[src/rtl/seq_divider.sv]
// Sequential restoring divider: one quotient bit per clock, start/stop handshake.
// Optional `DIV_ZERO_FAST_EN: short-circuits divide-by-zero and adds o_div_zero.
module seq_divider #(
   parameter int DW = 8,
   parameter int CW = $clog2(DW + 1)
) (
   input  logic          i_clk,
   input  logic          i_rst,
   input  logic          i_start,
   input  logic [DW-1:0] i_dvdnd_val,
   input  logic [DW-1:0] i_dvsr_val,
   output logic [DW-1:0] o_quotient,
   output logic [DW-1:0] o_remainder,
   output logic          o_busy,
   output logic          o_stop
`ifdef DIV_ZERO_FAST_EN
   ,
   output logic          o_div_zero
`endif
);

   typedef enum logic [1:0] {S_IDLE, S_CALC, S_DONE} state_t;

   state_t        r_state, w_next;
   logic [DW-1:0] r_quo, r_dvsr, r_rem;
   logic [CW-1:0] r_cnt;
   logic [DW:0]   w_rsh, w_diff;
   logic          w_last;

   // After each restore step R < D, so its top bit is always zero and only DW bits are stored.
   assign w_rsh  = {r_rem, r_quo[DW-1]};
   assign w_diff = w_rsh - {1'b0, r_dvsr};
   assign w_last = (r_cnt == CW'(DW - 1));
   assign o_busy = (r_state != S_IDLE);

   always_ff @(posedge i_clk or posedge i_rst) begin
      if (i_rst) r_state <= S_IDLE;
      else       r_state <= w_next;
   end

   always_comb begin
      w_next = r_state;
      case (r_state)
         S_IDLE: if (i_start) begin
`ifdef DIV_ZERO_FAST_EN
            w_next = (i_dvsr_val == '0) ? S_DONE : S_CALC;
`else
            w_next = S_CALC;
`endif
         end
         S_CALC: if (w_last) w_next = S_DONE;
         S_DONE: w_next = S_IDLE;
         default: w_next = S_IDLE;
      endcase
   end

   always_ff @(posedge i_clk or posedge i_rst) begin
      if (i_rst) begin
         r_quo       <= '0;
         r_dvsr      <= '0;
         r_rem       <= '0;
         r_cnt       <= '0;
         o_quotient  <= '0;
         o_remainder <= '0;
         o_stop      <= 1'b0;
`ifdef DIV_ZERO_FAST_EN
         o_div_zero  <= 1'b0;
`endif
      end else begin
         o_stop <= 1'b0;
         case (r_state)
            S_IDLE: if (i_start) begin
               r_quo  <= i_dvdnd_val;
               r_dvsr <= i_dvsr_val;
               r_rem  <= '0;
               r_cnt  <= '0;
`ifdef DIV_ZERO_FAST_EN
               o_div_zero <= 1'b0;
`endif
            end
            S_CALC: begin
               r_cnt <= r_cnt + CW'(1);
               if (!w_diff[DW]) begin
                  r_rem <= w_diff[DW-1:0];
                  r_quo <= {r_quo[DW-2:0], 1'b1};
               end else begin
                  r_rem <= w_rsh[DW-1:0];
                  r_quo <= {r_quo[DW-2:0], 1'b0};
               end
            end
            S_DONE: begin
               o_stop <= 1'b1;
`ifdef DIV_ZERO_FAST_EN
               // Fast path never shifted, so Q still holds the dividend.
               if (r_dvsr == '0) begin
                  o_quotient  <= '1;
                  o_remainder <= r_quo;
                  o_div_zero  <= 1'b1;
               end else begin
                  o_quotient  <= r_quo;
                  o_remainder <= r_rem;
               end
`else
               o_quotient  <= r_quo;
               o_remainder <= r_rem;
`endif
            end
            default: ;
         endcase
      end
   end

endmodule

[config.mk]
export PLATFORM = sky130hd
export DESIGN_NAME = seq_divider
export DESIGN_NICKNAME = d
export VERILOG_FILES = /design/src/rtl/seq_divider.sv
export SDC_FILE = /design/constraint.sdc
export NUM_CORES = 1
export LEC_CHECK = 0
export ABC_AREA = 1
export CAP_MARGIN = 25
export CELL_PAD_IN_SITES_DETAIL_PLACEMENT = 0
export CELL_PAD_IN_SITES_GLOBAL_PLACEMENT = 1
export CORE_ASPECT_RATIO = 1.75
export CORE_UTILIZATION = 40
export CTS_CLUSTER_DIAMETER = 120
export CTS_CLUSTER_SIZE = 24
export DETAILED_ROUTE_END_ITERATION = 8
export GPL_TIMING_DRIVEN = 0
export PLACE_DENSITY = 0.84
export RECOVER_POWER = 100
export SYNTH_ARGS = -nofsm -noshare
export SYNTH_HDL_FRONTEND = slang
export SYNTH_SLANG_ARGS = --single-unit
[constraint.sdc]
create_clock -name i_clk -period 2.5 [get_ports i_clk]
set_input_delay 0.5 -clock i_clk [delete_from_list [all_inputs] [get_ports i_clk]]
set_output_delay 0.5 -clock i_clk [all_outputs]
set_load 0.01 [all_outputs]
==> results_dict.tcl, run 1 <==
set metrics [dict create \
    rows 36 \
    mean_syn_cell_area_sq_um 8.62 \
    leakagePower_nw 1.49 \
    gp_routability_congestion 0.814 \
    type_of_destination_of_the_critical_path "flip-flop" \
    final_min_period_over_clock_period_pct 84.0 \
    timing.fmax_mhz 476 \
    report.final.hold_viol_count 0 \
    final_layout_size_suffix_gt1_share_pct 7.50 \
    number_of_antenna_violations_at_the_first_check_in_global_routing 0 \
    start_kind "input pin" \
    power.density_cell_area_mw_per_mm2 1480 \
    clk_transition_reported_paths_ns 0.09 \
    async_flop_share_pct 100 \
    cts_setup_buffers 0 \
    cts-hold-fix-buffers 0 \
    grt_setup_unrepaired "false" \
    synth_top_area_cell "sky130_fd_sc_hd__dfrtp_1" \
    postLayoutCoreUtil_pct 52.1 \
    postSynthCellCount 275 \
    cts.root.buffer_cell "sky130_fd_sc_hd__clkbuf_8" \
    worst_path_dominant_cell_family "buffers and inverters" \
    worst_path_largest_cell_delay_ns 0.55 \
    routed_wirelength_microns 5400 \
    syn_area_sq_mm 0.00237 \
    core-area_sq_mm 0.00563 \
    synth.most_common_cell "sky130_fd_sc_hd__nand2_1" \
    run_status "finished clean" \
    grtUsageTotal_pct 20.2 \
    port_buffers 36 \
    cp_cell_sequence "dlygate4sd3_1 -> nand2_1 -> nand2_1 -> inv_1 -> clkbuf_1 -> a21oi_1" \
    yosys.area.top_type_share_pct 49.6 \
    worstSkewPairLatency_ns 0.31 \
    iter_0_drt_violations 38 \
    ctsResizeCount 0 \
    pre_cts_ws_ns 0.473 \
    dp_hpwl_microns 4020 \
    synth-seq-cells 47 \
    tritoncts_num_sinks 47 \
    timing.final.max_slew_violations 0 \
    crit_arrival_ns 2.28 \
    io_pins 37 \
    route.detailed.vias_per_inst 4.88 \
    clockBufferDepth 2 \
    die-height_microns 104 \
    setup_viol_count_final 0 \
    synth_commonest_cells "sky130_fd_sc_hd__nand2_1 (71), sky130_fd_sc_hd__dfrtp_1 (47), sky130_fd_sc_hd__inv_1 (39)" \
    worst-path-buf-inv 3 \
    finClkSkew_ns 0.00923 \
    vdd_ir_drop_max_mv 0.647 \
    numCtsBuffers 5 \
    fin_setup_tns_ns 0 \
    post_layout_nonfiller_instances 396 \
    drtPass1Iterations 4 \
    seq_area_frac_synth_pct 49.6 \
    h_tree_lvl_count 2 \
    transition_time_at_the_pin_with_the_least_slew_margin_ns 0.878 \
    remaining_drc_errors 0 \
    timing.setup.critical_path_class "in2reg" \
    critical_path.slowest_cell "sky130_fd_sc_hd__dlygate4sd3_1" \
    final_period_minus_worst_setup_slack_ns 2.10 \
    net_count_synth 304 \
    die_area_sq_mm 0.00625 \
    antenna-diode-count 0 \
    grt_first_pass_wirelength_microns 9360 \
    timing.critical_path.mode_cell "sky130_fd_sc_hd__nand2_1" \
    synth-main-ff-cell "sky130_fd_sc_hd__dfrtp_1" \
    route.vias.total 1933 \
    synth_enable_flop_cells 0 \
    timing.max_slew.rel_slack_pct 41.4 \
    placed_cells 388 \
    maxCapViolCount 0 \
    final.setup.worst_slack_ns 0.399 \
    tritoncts "yes" \
    grt_overflow_total 0 \
    synth.distinct_cells 33 \
    maximum_number_of_pins_on_one_net_before_global_route_repair 36 \
    floorplan.die.width_microns 60.2 \
    nNetsFinal 348 \
    ys_warn_count 0 \
    ys_top_cells_by_area "sky130_fd_sc_hd__dfrtp_1 (50%), sky130_fd_sc_hd__nand2_1 (11%), sky130_fd_sc_hd__inv_1 (6.2%)" \
    crit_path_max_fanout 10 \
    floorplan.initialDensity_pct 42.1 \
    number_of_global_route_vias_before_repair 1982 \
    syn_to_final_growth_pct 23.7 \
    timing.critical_path.required_ns 2.68 \
    antenna_left 0 \
    routedWlPerCell_microns 13.6 \
    hold_path.class "reg2reg" \
]
==> where the power goes <==
| part | leakage (nW) | internal [mW] | switching, mW |
|---|---|---|---|
| Combinational | 0.888 | 0.993 | 1.42 |
| Clock | 0.0612 | 0.324 | 0.256 |
| Sequential | 0.538 | 1.13 | 0.217 |
==> per-layer routing <==
layer  GRT usage, %  vias to the layer above  part of all wire [%]
li1               -                      962                     -
met1           23.9                      931                    41
met2           34.5                       27                    54
met3           2.99                       13                   2.2
met4           8.97                        0                   2.9
met5              0                        -                     0
==> cell families (layout without fill, tap and decap cells) <==
| group | count (synthesis) | after routing | synth area share [%] |
|---|---|---|---|
| compound gates | 44 | 44 | 10.5 |
| xor+xnor | 4 | 4 | 1.48 |
| fa+ha+maj | 10 | 10 | 5.59 |
| buf+inv | 48 | 93 | 8.39 |
| flops | 47 | 47 | 49.6 |
| mux | 2 | 2 | 0.897 |
| simple gates | 120 | 120 | 23.5 |
==> stage by stage <==
stage                     power (mW)  hold slack, ns  area (sq um)
final                           4.34           0.478          2930
after global routing            4.78           0.498          2930
after CTS                       4.46           0.460          2960
after detailed placement        3.86           0.466          2850
after global placement          3.81           0.466          2830
after floorplan                 3.12           0.446          2370
==> worst min-delay path, delay by kind of cell, from the launching register on <==
family,cells,cell delay [ns]
DFF,1,0.34
and+or+nand+nor,2,0.11
==> layout make-up <==
cell class	count	area (sq um)
Timing Repair Buffer	37	365
Inverter	41	154
Buffer	7	36.3
Fill cell	539	2700
Sequential cell	47	1180
Tap cell	76	95.1
Clock inverter	2	35.0
Multi-Input combinational cell	180	988
Clock buffer	6	82.6
==> sequential cells by signal (all words and copies together) (netlist names) <==
register	cells
r_rem	8
r_quo	8
r_state	2
o_quotient	8
o_remainder	8
o_stop	1
r_dvsr	8
r_cnt	4
==> worst paths after layout <==
check	from	end	slack, ns	cells after the start
min in group asynchronous	i_rst	o_quotient[4]	0.64	2
worst min register to register	o_remainder[6]	o_remainder[6]	0.48	2
max in group asynchronous	i_rst	r_dvsr[6]	0.64	3
worst max-delay path	i_start	r_quo[7]	0.40	6
worst max register to register	r_quo[7]	r_rem[7]	0.46	14
worst min-delay path	o_remainder[6]	o_remainder[6]	0.48	2
==> placed cells by master (no fill, tap or decap), types with 3 or more instances in the layout <==
| cell | netlist | final |
|---|---|---|
| sky130_fd_sc_hd__dlygate4sd3_1 | 0 | 20 |
| sky130_fd_sc_hd__nand3b_1 | 3 | 3 |
| sky130_fd_sc_hd__xnor2_1 | 3 | 3 |
| sky130_fd_sc_hd__nand2_1 | 71 | 73 |
| sky130_fd_sc_hd__clkbuf_1 | 2 | 6 |
| sky130_fd_sc_hd__ha_1 | 9 | 9 |
| sky130_fd_sc_hd__inv_1 | 39 | 40 |
| sky130_fd_sc_hd__nand3_1 | 18 | 18 |
| sky130_fd_sc_hd__a21oi_1 | 17 | 17 |
| sky130_fd_sc_hd__nor2_1 | 13 | 14 |
| sky130_fd_sc_hd__o22ai_1 | 8 | 8 |
| sky130_fd_sc_hd__clkdlybuf4s50_1 | 0 | 16 |
| sky130_fd_sc_hd__dfrtp_1 | 47 | 47 |
| sky130_fd_sc_hd__nand2_2 | 7 | 5 |
| sky130_fd_sc_hd__clkbuf_8 | 1 | 7 |
| sky130_fd_sc_hd__o21ai_0 | 15 | 15 |
Power figures use the tool's default switching activity.
==> run 2, diff against run 1 <==
==> constraint.sdc (replaced) <==
create_clock -name i_clk -period 2.15 [get_ports i_clk]
set_input_delay 0.43 -clock i_clk [delete_from_list [all_inputs] [get_ports i_clk]]
set_output_delay 0.43 -clock i_clk [all_outputs]
set_load 0.01 [all_outputs]
==> run 2 against run 1 <==
Register-to-register slack worse by 0.29 ns. First-iteration DRC count up 11%. Largest cell class unchanged. Cell count up 0.76%. Global-route usage unchanged. Count of clock-buffer cells in the layout unchanged. Sequential power up 17%.
==> results_dict.tcl, run 2 (same netlist as run 1, synthesis figures left out) <==
set metrics [dict create \
    layout.cells.most_common_list "sky130_fd_sc_hd__nand2_1 (73), sky130_fd_sc_hd__dfrtp_1 (47), sky130_fd_sc_hd__inv_1 (39)" \
    floorplan.initialDensity_pct 42.1 \
    floorplan.die.width_microns 60.2 \
    maxCapViolCount 0 \
    layout.cells.most_common "sky130_fd_sc_hd__nand2_1" \
    worstSkewPairLatency_ns 0.30 \
    routed_wirelength_microns 5450 \
    power.density_cell_area_mw_per_mm2 1730 \
    clockBufferDepth 2 \
    pre_cts_ws_ns 0.123 \
    crit_path_max_fanout 3 \
    type_of_destination_of_the_critical_path "output pin" \
    leakagePower_nw 1.50 \
    fin_setup_tns_ns 0 \
    place_area_sq_mm 0.00285 \
    timing.max_slew.rel_slack_pct 41.8 \
    final_cell_area_sq_mm 0.00295 \
    gp_routability_congestion 0.814 \
    die-height_microns 104 \
    rows 36 \
    number_of_antenna_violations_at_the_first_check_in_global_routing 0 \
    worst-path-buf-inv 2 \
    cp_cell_sequence "nor2_1 -> inv_1 -> dlygate4sd3_1" \
    cts-hold-fix-buffers 0 \
    switchingPower_mw 2.22 \
    dp_hpwl_microns 4020 \
    cts.root.buffer_cell "sky130_fd_sc_hd__clkbuf_8" \
    nNetsFinal 351 \
    remaining_drc_errors 0 \
    hold_path.class "reg2reg" \
    timing.final.max_slew_violations 0 \
    final_period_minus_worst_setup_slack_ns 2.00 \
    sequentialPowerShare_pct 30.8 \
    port_buffers 36 \
    final_layout_size_suffix_gt1_share_pct 8.67 \
    post-layout-total-power_mw 5.10 \
    final.setup.worst_slack_ns 0.146 \
    syn_to_final_growth_pct 24.5 \
    worst_path_largest_cell_delay_ns 0.60 \
    timing.setup.critical_path_class "reg2out" \
    run_status "finished clean" \
    worst_path_dominant_cell_family "buffers and inverters" \
    setup_viol_count_final 0 \
    core-area_sq_mm 0.00563 \
    hold_ws_ns 0.478 \
    finClkSkew_ns 0.00753 \
    final_min_period_over_clock_period_pct 93.2 \
    start_kind "flip-flop" \
    tritoncts_num_sinks 47 \
    crit_arrival_ns 1.57 \
    timing.critical_path.required_ns 1.72 \
    numCtsBuffers 5 \
    io_pins 37 \
    grt_setup_unrepaired "false" \
    post_layout_nonfiller_instances 399 \
    comb_power_share_pct 56.1 \
    routedWlPerCell_microns 13.7 \
    transition_time_at_the_pin_with_the_least_slew_margin_ns 0.873 \
    tritoncts "yes" \
    clk_transition_reported_paths_ns 0.08 \
    postLayoutCoreUtil_pct 52.4 \
    route.vias.total 1952 \
    iter_0_drt_violations 42 \
    vdd_ir_drop_max_mv 0.757 \
    h_tree_lvl_count 2 \
    timing.fmax_mhz 499 \
    number_of_global_route_vias_before_repair 1982 \
    drtPass1Iterations 4 \
    antenna-diode-count 0 \
    route.detailed.vias_per_inst 4.89 \
    maximum_number_of_pins_on_one_net_before_global_route_repair 36 \
    switching_share_pct 43.6 \
    p_int_mw 2.87 \
    placed_cells 388 \
    grt_first_pass_wirelength_microns 9360 \
    grt_overflow_total 0 \
    grtUsageTotal_pct 20.2 \
    report.final.hold_viol_count 0 \
    die_area_sq_mm 0.00625 \
    antenna_left 0 \
    power.clock.fraction_pct 13.2 \
    critical_path.slowest_cell "sky130_fd_sc_hd__dlygate4sd3_1" \
]
## run 2: cell count changes in the layout (fill, tap and decap cells not counted)
cell	previous run	this run
sky130_fd_sc_hd__clkbuf_2	1	2
sky130_fd_sc_hd__clkbuf_4	0	1
sky130_fd_sc_hd__clkdlybuf4s50_1	16	17
sky130_fd_sc_hd__dlygate4sd3_1	20	19
sky130_fd_sc_hd__inv_1	40	39
sky130_fd_sc_hd__inv_2	1	2
sky130_fd_sc_hd__nand2_2	5	6
## run 2: worst paths after layout
check / from / endpoint / slack (ns) / cells past startpoint
hold / removal: o_remainder[6] / o_remainder[6] / 0.48 / 2
max in group asynchronous: i_rst / r_dvsr[6] / 0.36 / 3
setup / recovery: r_state[1] / o_busy / 0.15 / 3
setup reg to reg: r_quo[7] / r_rem[7] / 0.17 / 14
min in group asynchronous: i_rst / o_quotient[4] / 0.57 / 2
hold reg to reg: o_remainder[6] / o_remainder[6] / 0.48 / 2
## run 2: worst min-delay path, stage by stage (launching register included)
cell,delay (ns)
sky130_fd_sc_hd__dfrtp_1,0.34
sky130_fd_sc_hd__nand2_1,0.05
sky130_fd_sc_hd__nand2_1,0.06
## run 2: cell type report
type / count / area, sq um
plain buffers: 7 / 37.5
clock buffers: 6 / 82.6
clock inverters: 2 / 35.0
fillers: 541 / 2680
inverters: 41 / 154
multi-input cells: 181 / 995
flip-flops and latches: 47 / 1180
well taps: 76 / 95.1
repair buffers: 39 / 377
## run 2: what timing repair did
item / 4_1_cts / 5_1_grt
setup buffers: 0 / 2
resized for setup: 0 / 1
setup endpoints to repair: 0 / 6
## run 2: power groups by stage
stage               Sequential [mW]  Clock [mW]  Combinational, mW
floorplan                      1.59           0               2.04
global placement               1.58           0               2.86
detailed placement             1.59           0               2.91
CTS                            1.57       0.689               2.92
global route                   1.61       0.721               3.28
finish                         1.57       0.672               2.86
## run 2: routing by layer
metal  wire (microns)  share of wire, %  vias to the layer above  GRT usage, %
met5                0                 0                        -             0
li1                 -                 -                      975             -
met4              154               2.8                        0          8.97
met1             2200                40                      932          23.9
met3              117               2.1                       12          2.99
met2             2980                55                       33          34.5
==> run 3, diff against run 2 <==
--- a/config.mk
+++ b/config.mk
@@ -6,7 +6,7 @@
 export NUM_CORES = 1
 export LEC_CHECK = 0
 export ABC_AREA = 1
-export CAP_MARGIN = 25
+export CAP_MARGIN = 20
 export CELL_PAD_IN_SITES_DETAIL_PLACEMENT = 0
 export CELL_PAD_IN_SITES_GLOBAL_PLACEMENT = 1
 export CORE_ASPECT_RATIO = 1.75
@@ -15,6 +15,7 @@
 export CTS_CLUSTER_SIZE = 24
 export DETAILED_ROUTE_END_ITERATION = 8
 export GPL_TIMING_DRIVEN = 0
+export MAX_ROUTING_LAYER = met4
 export PLACE_DENSITY = 0.84
 export RECOVER_POWER = 100
 export SYNTH_ARGS = -nofsm -noshare
==> run 3 against run 2 <==
Die area unchanged. First-iteration DRC count unchanged. Clock power about the same. Total power up 0.57%. Wire length down 0.31%. Worst setup slack better by 0.00068 ns. Combinational power about the same. Core utilization up 0.20 points. Flip-flop and latch count unchanged. Critical path type unchanged. Largest cell class unchanged.
==> results_dict.tcl, run 3 (same netlist as run 1, synthesis figures left out) <==
set metrics [dict create \
    maximum_number_of_pins_on_one_net_before_global_route_repair 36 \
    regToRegEndpoint "r_rem[7]" \
    die_area_sq_mm 0.00625 \
    tritoncts_num_sinks 47 \
    antenna_left 0 \
    grt_first_pass_wirelength_microns 9360 \
    final_layout_size_suffix_gt1_share_pct 9.26 \
    core-area_sq_mm 0.00563 \
    gp_routability_congestion 0.826 \
    type_of_destination_of_the_critical_path "output pin" \
    layout.cells.most_common "sky130_fd_sc_hd__nand2_1" \
    worstSkewPairLatency_ns 0.30 \
    floorplan.die.width_microns 60.2 \
    worst_path_largest_cell_delay_ns 0.60 \
    reg2regPathDepth 14 \
    tritoncts "yes" \
    holdCritStartpoint "o_remainder[6]" \
    route.vias.total 1952 \
    start_kind "flip-flop" \
    hold_ws_ns 0.478 \
    timing.fmax_mhz 499 \
    setup_viol_count_final 0 \
    iter_0_drt_violations 42 \
    finClkSkew_ns 0.00651 \
    route.detailed.vias_per_inst 4.88 \
    timing.max_slew.rel_slack_pct 41.2 \
    r2r_slack_ns 0.16 \
    post_layout_nonfiller_instances 400 \
    grt_setup_unrepaired "false" \
    layout.cells.most_common_list "sky130_fd_sc_hd__nand2_1 (73), sky130_fd_sc_hd__dfrtp_1 (47), sky130_fd_sc_hd__inv_1 (39)" \
    hold_path.class "reg2reg" \
    remaining_drc_errors 0 \
    rows 36 \
    port_buffers 36 \
    die-height_microns 104 \
    clk_transition_reported_paths_ns 0.08 \
    grtUsageTotal_pct 20.7 \
    final_period_minus_worst_setup_slack_ns 2.00 \
    timing.hold.worst_endpoint "o_remainder[6]" \
    cts-hold-fix-buffers 0 \
    run_status "finished clean" \
    antenna-diode-count 0 \
    power.density_cell_area_mw_per_mm2 1730 \
    routedWlPerCell_microns 13.6 \
    final_min_period_over_clock_period_pct 93.2 \
    critical_path.reg2reg.startpoint "r_quo[7]" \
    io_pins 37 \
    critical_path.slowest_cell "sky130_fd_sc_hd__dlygate4sd3_1" \
    place_area_sq_mm 0.00285 \
    crit_arrival_ns 1.57 \
    syn_to_final_growth_pct 25.0 \
    maxCapViolCount 0 \
    routed_wirelength_microns 5440 \
    drtPass1Iterations 4 \
    timing.setup.critical_path_class "reg2out" \
    nNetsFinal 352 \
    timing.final.max_slew_violations 0 \
    leakagePower_nw 1.50 \
    cp_cell_sequence "nor2_1 -> inv_1 -> dlygate4sd3_1" \
    report.final.hold_viol_count 0 \
    number_of_global_route_vias_before_repair 1978 \
    floorplan.initialDensity_pct 42.1 \
    placed_cells 388 \
    clockBufferDepth 2 \
    h_tree_lvl_count 2 \
    numCtsBuffers 5 \
    timing.critical_path.required_ns 1.72 \
    grt_overflow_total 0 \
    crit_path_max_fanout 3 \
    worst-path-buf-inv 2 \
    number_of_antenna_violations_at_the_first_check_in_global_routing 0 \
    path_depth 3 \
    vdd_ir_drop_max_mv 0.751 \
    cts.root.buffer_cell "sky130_fd_sc_hd__clkbuf_8" \
    transition_time_at_the_pin_with_the_least_slew_margin_ns 0.882 \
    final_cell_area_sq_mm 0.00296 \
    whs_path_depth 2 \
    worst_path_dominant_cell_family "buffers and inverters" \
    postLayoutCoreUtil_pct 52.6 \
    dp_hpwl_microns 4020 \
]
[run 3: cell types whose count changed in the layout (fill, tap and decap cells not counted), sizes merged]
| cell | before | now |
|---|---|---|
| clkbuf | 16 | 17 |
[run 3: worst max-delay path by stage]
| stage | from | to | slack [ns] |
|---|---|---|---|
| 2_1_floorplan | r_quo[7] | r_rem[7] | 0.33 |
| 3_3_place_gp | i_rst | r_dvsr[5] | -0.38 |
| 3_5_place_dp | r_quo[7] | r_rem[7] | 0.12 |
| 4_1_cts | r_quo[7] | r_rem[7] | 0.10 |
| 5_1_grt | r_quo[7] | r_rem[7] | 0.003 |
| 6_report | r_state[1] | o_busy | 0.15 |
[run 3: metal layers]
layer,global-route usage (%),routed length [microns],vias to the layer above
met1,24.0,2170,931
met4,8.97,153,0
li1,-,-,973
met3,2.99,125,14
met2,34.4,2990,34
met5,-,0,-
[run 3: worst min-delay path: stages (launching register included)]
cell,delay (ns)
sky130_fd_sc_hd__dfrtp_1,0.34
sky130_fd_sc_hd__nand2_1,0.05
sky130_fd_sc_hd__nand2_1,0.06
[run 3: through the flow]
step	power, mW	setup TNS [ns]	worst slack, ns
3_5_place_dp	4.49	0	0.123
6_report	5.13	0	0.147
3_3_place_gp	4.43	-17.81	-0.382
2_1_floorplan	3.63	0	0.329
4_1_cts	5.18	0	0.105
5_1_grt	5.64	0	0.00301
[run 3: repair_timing]
action,CTS,global route
endpoints found under the setup margin,0,6
hold endpoints to repair,0,0
gates resized for setup,0,1
buffers inserted,0,3
[run 3: report_power, final]
| part | switching (mW) | internal [mW] | leakage (nW) | total, mW |
|---|---|---|---|---|
| Combinational | 1.68 | 1.21 | 0.905 | 2.88 |
| Sequential | 0.256 | 1.31 | 0.538 | 1.57 |
| Clock | 0.298 | 0.376 | 0.0612 | 0.674 |
| Total | 2.23 | 2.89 | 1.50 | 5.13 |
[run 3: cell type report]
| cell class | instances | area (sq um) |
|---|---|---|
| Clock buffer | 6 | 82.6 |
| Buffer | 7 | 37.5 |
| Multi-Input combinational cell | 181 | 995 |
| Sequential cell | 47 | 1180 |
| Fill cell | 538 | 2670 |
| Tap cell | 76 | 95.1 |
| Inverter | 41 | 154 |
| Clock inverter | 2 | 35.0 |
| Timing Repair Buffer | 40 | 388 |
==> RTL edit, RTL diff (config.mk and constraints of run 2) <==
Set the parameter `DW` to 32 (it was 8).
--- a/src/rtl/seq_divider.sv
+++ b/src/rtl/seq_divider.sv
@@ -1,7 +1,7 @@
 // Sequential restoring divider: one quotient bit per clock, start/stop handshake.
 // Optional `DIV_ZERO_FAST_EN: short-circuits divide-by-zero and adds o_div_zero.
 module seq_divider #(
-   parameter int DW = 8,
+   parameter int DW = 32,
    parameter int CW = $clog2(DW + 1)
 ) (
    input  logic          i_clk,
Interface: changed (resized i_dvdnd_val, i_dvsr_val, o_quotient and o_remainder); port bits go from 37 to 133. No check against the original RTL was run, so the function may have changed too.
==> RTL edit against run 2 <==
- the run now ends with negative setup slack left
- synthesized cell count rose to 4.7 times the old value
- highest routed layer unchanged
- final area rose to 4.2 times the old value
- core utilization up 2.1 points
- worst setup slack worse by 0.23 ns
- worst hold slack worse by 0.014 ns
- fmax down 10%
- area after synthesis rose to 3.9 times the old value
- critical endpoint is now r_rem[25]
- non-clock buffer count up 145
- critical path type is now register to register
- routed wire length rose to 5.1 times the old value
- sequential cell count up 122
Power is left out: the tool's default activity adds up to more than one toggle a clock period on the data nets, which glitch-free logic cannot reach.
==> RTL edit: results (changes against run 2) <==
status=finished, violations left (was complete, no violations); failing checks=negative setup slack; placed cell areas=11100 sq um (was 2850 sq um); Met1 Routed Length=10.6 mm (was 2.20 mm); first-pass GRT wire length=44.4 mm (was 9.36 mm); post-synthesis mux area share=0% (was 0.897%); Tot GR Track Use=24.2% (was 20.2%); grt met1 use=24.6% (was 23.9%); met3 WL post-DR=613 um (was 117 um); share of cells above drive strength 1=11.0% (was 8.67%); WL met2=15.5 mm (was 2.98 mm); XOR/XNOR Fraction of Synth Area=1.41% (was 1.48%); Crit-path slowest cell=dfrtp_1 (was dlygate4sd3_1); Slew headroom=36.6% (was 41.8%); fin worst setup slack=-0.0885 ns (was 0.146 ns); GR Layer Usage met3=3.43% (was 2.99%); clock-cell share of area=4.56% (was 3.98%); Synth Area in Adders=4.64% (was 5.59%); CP delay by family, top=simple AND/OR/NAND/NOR gates (was buffers and inverters); Clock buffer cells=20 (was 6); Non-clk bufs=191 (was 46); multi-input logic area=4690 sq um (was 995 sq um); Synth Area in Compound Gates=10.8% (was 10.5%); largest net degree at the start of global routing=42 (was 36); CTS Root Cell=clkbuf_16 (was clkbuf_8); H-tree depth=4 (was 2); Worst Setup SP=r_quo[31] (was r_state[1]); Syn Nets=1393 (was 304); CTS Hold Bufs=0 (unchanged); count of cell types in the netlist=36 (was 33); Fillers=2210 (was 541); top cells by area, synth=dfrtp_1 (45%), nand2_1 (19%), inv_1 (8.8%), o21ai_0 (5.1%), ha_1 (4.4%) (was dfrtp_1 (50%), nand2_1 (11%), inv_1 (6.2%), ha_1 (4.7%), nand3_1 (3.8%)); Hold Path Class=input pin to async pin (was register to register); design area=12400 sq um (was 2950 sq um); crit path to=r_rem[25] (was o_busy); sequential share of the synthesized area=45.3% (was 49.6%); Routability Congestion=0.913 (was 0.814); Layout Skew=0.00803 ns (was 0.00753 ns); crit path max fanout=5 (was 3); Seq/total area=34.0% (was 39.8%); number of port buffers=132 (was 36); vias in the first global route=8661 (was 1982); final setup vio count=31 (was 0); TritonCTS Sinks=169 (was 47); cts bufs inserted=17 (was 5); Hold WS=0.465 ns (was 0.478 ns); critical path arrival=2.58 ns (was 1.57 ns); CP max stage delay=0.37 ns (was 0.60 ns); clock latency on the worst-skew pair=0.45 ns (was 0.30 ns); multi-input gates=860 (was 181); 1st-pass router iterations=7 (was 4); nets=1562 (was 351); Non-clock buffer share=14.1% (was 14.0%); DPL Wire Length=21.1 mm (was 4.02 mm); top cells by instance count after synthesis=nand2_1 (480), inv_1 (219), dfrtp_1 (169) (was nand2_1 (71), dfrtp_1 (47), inv_1 (39)); Place WS=-0.389 ns (was 0.123 ns); WL final=27.9 mm (was 5.45 mm); vias per cell=4.80 (was 4.89); invs w/o clock=222 (was 41)
## RTL edit: cell count changes after synthesis, sizes merged, moves of 3 or more
| cell | before | now |
|---|---|---|
| nand2 | 80 | 495 |
| a21oi | 18 | 54 |
| o22ai | 8 | 31 |
| inv | 41 | 220 |
| o21ai | 15 | 95 |
| nand4 | 1 | 7 |
| nor2 | 15 | 56 |
| clkbuf | 3 | 31 |
| nand3 | 20 | 54 |
| buf | 4 | 11 |
| o21bai | 0 | 3 |
| dfrtp | 47 | 169 |
| ha | 9 | 33 |
| xnor2 | 3 | 13 |
## RTL edit: metrics by stage
step                TNS (ns)  instances
finish                 -1.58       1773
global route          -10.00       1773
CTS                    -4.48       1769
detailed placement    -23.57       1728
floorplan             -73.47       1292
global placement     -334.76       1724
## RTL edit: timing repair
item / in CTS / in global routing
cloned: 2 / 2
pin swaps: 14 / 22
buffers inserted: 8 / 3
resized for setup: 45 / 78
hold endpoints to repair: 0 / 0
setup endpoints to repair: 47 / 61
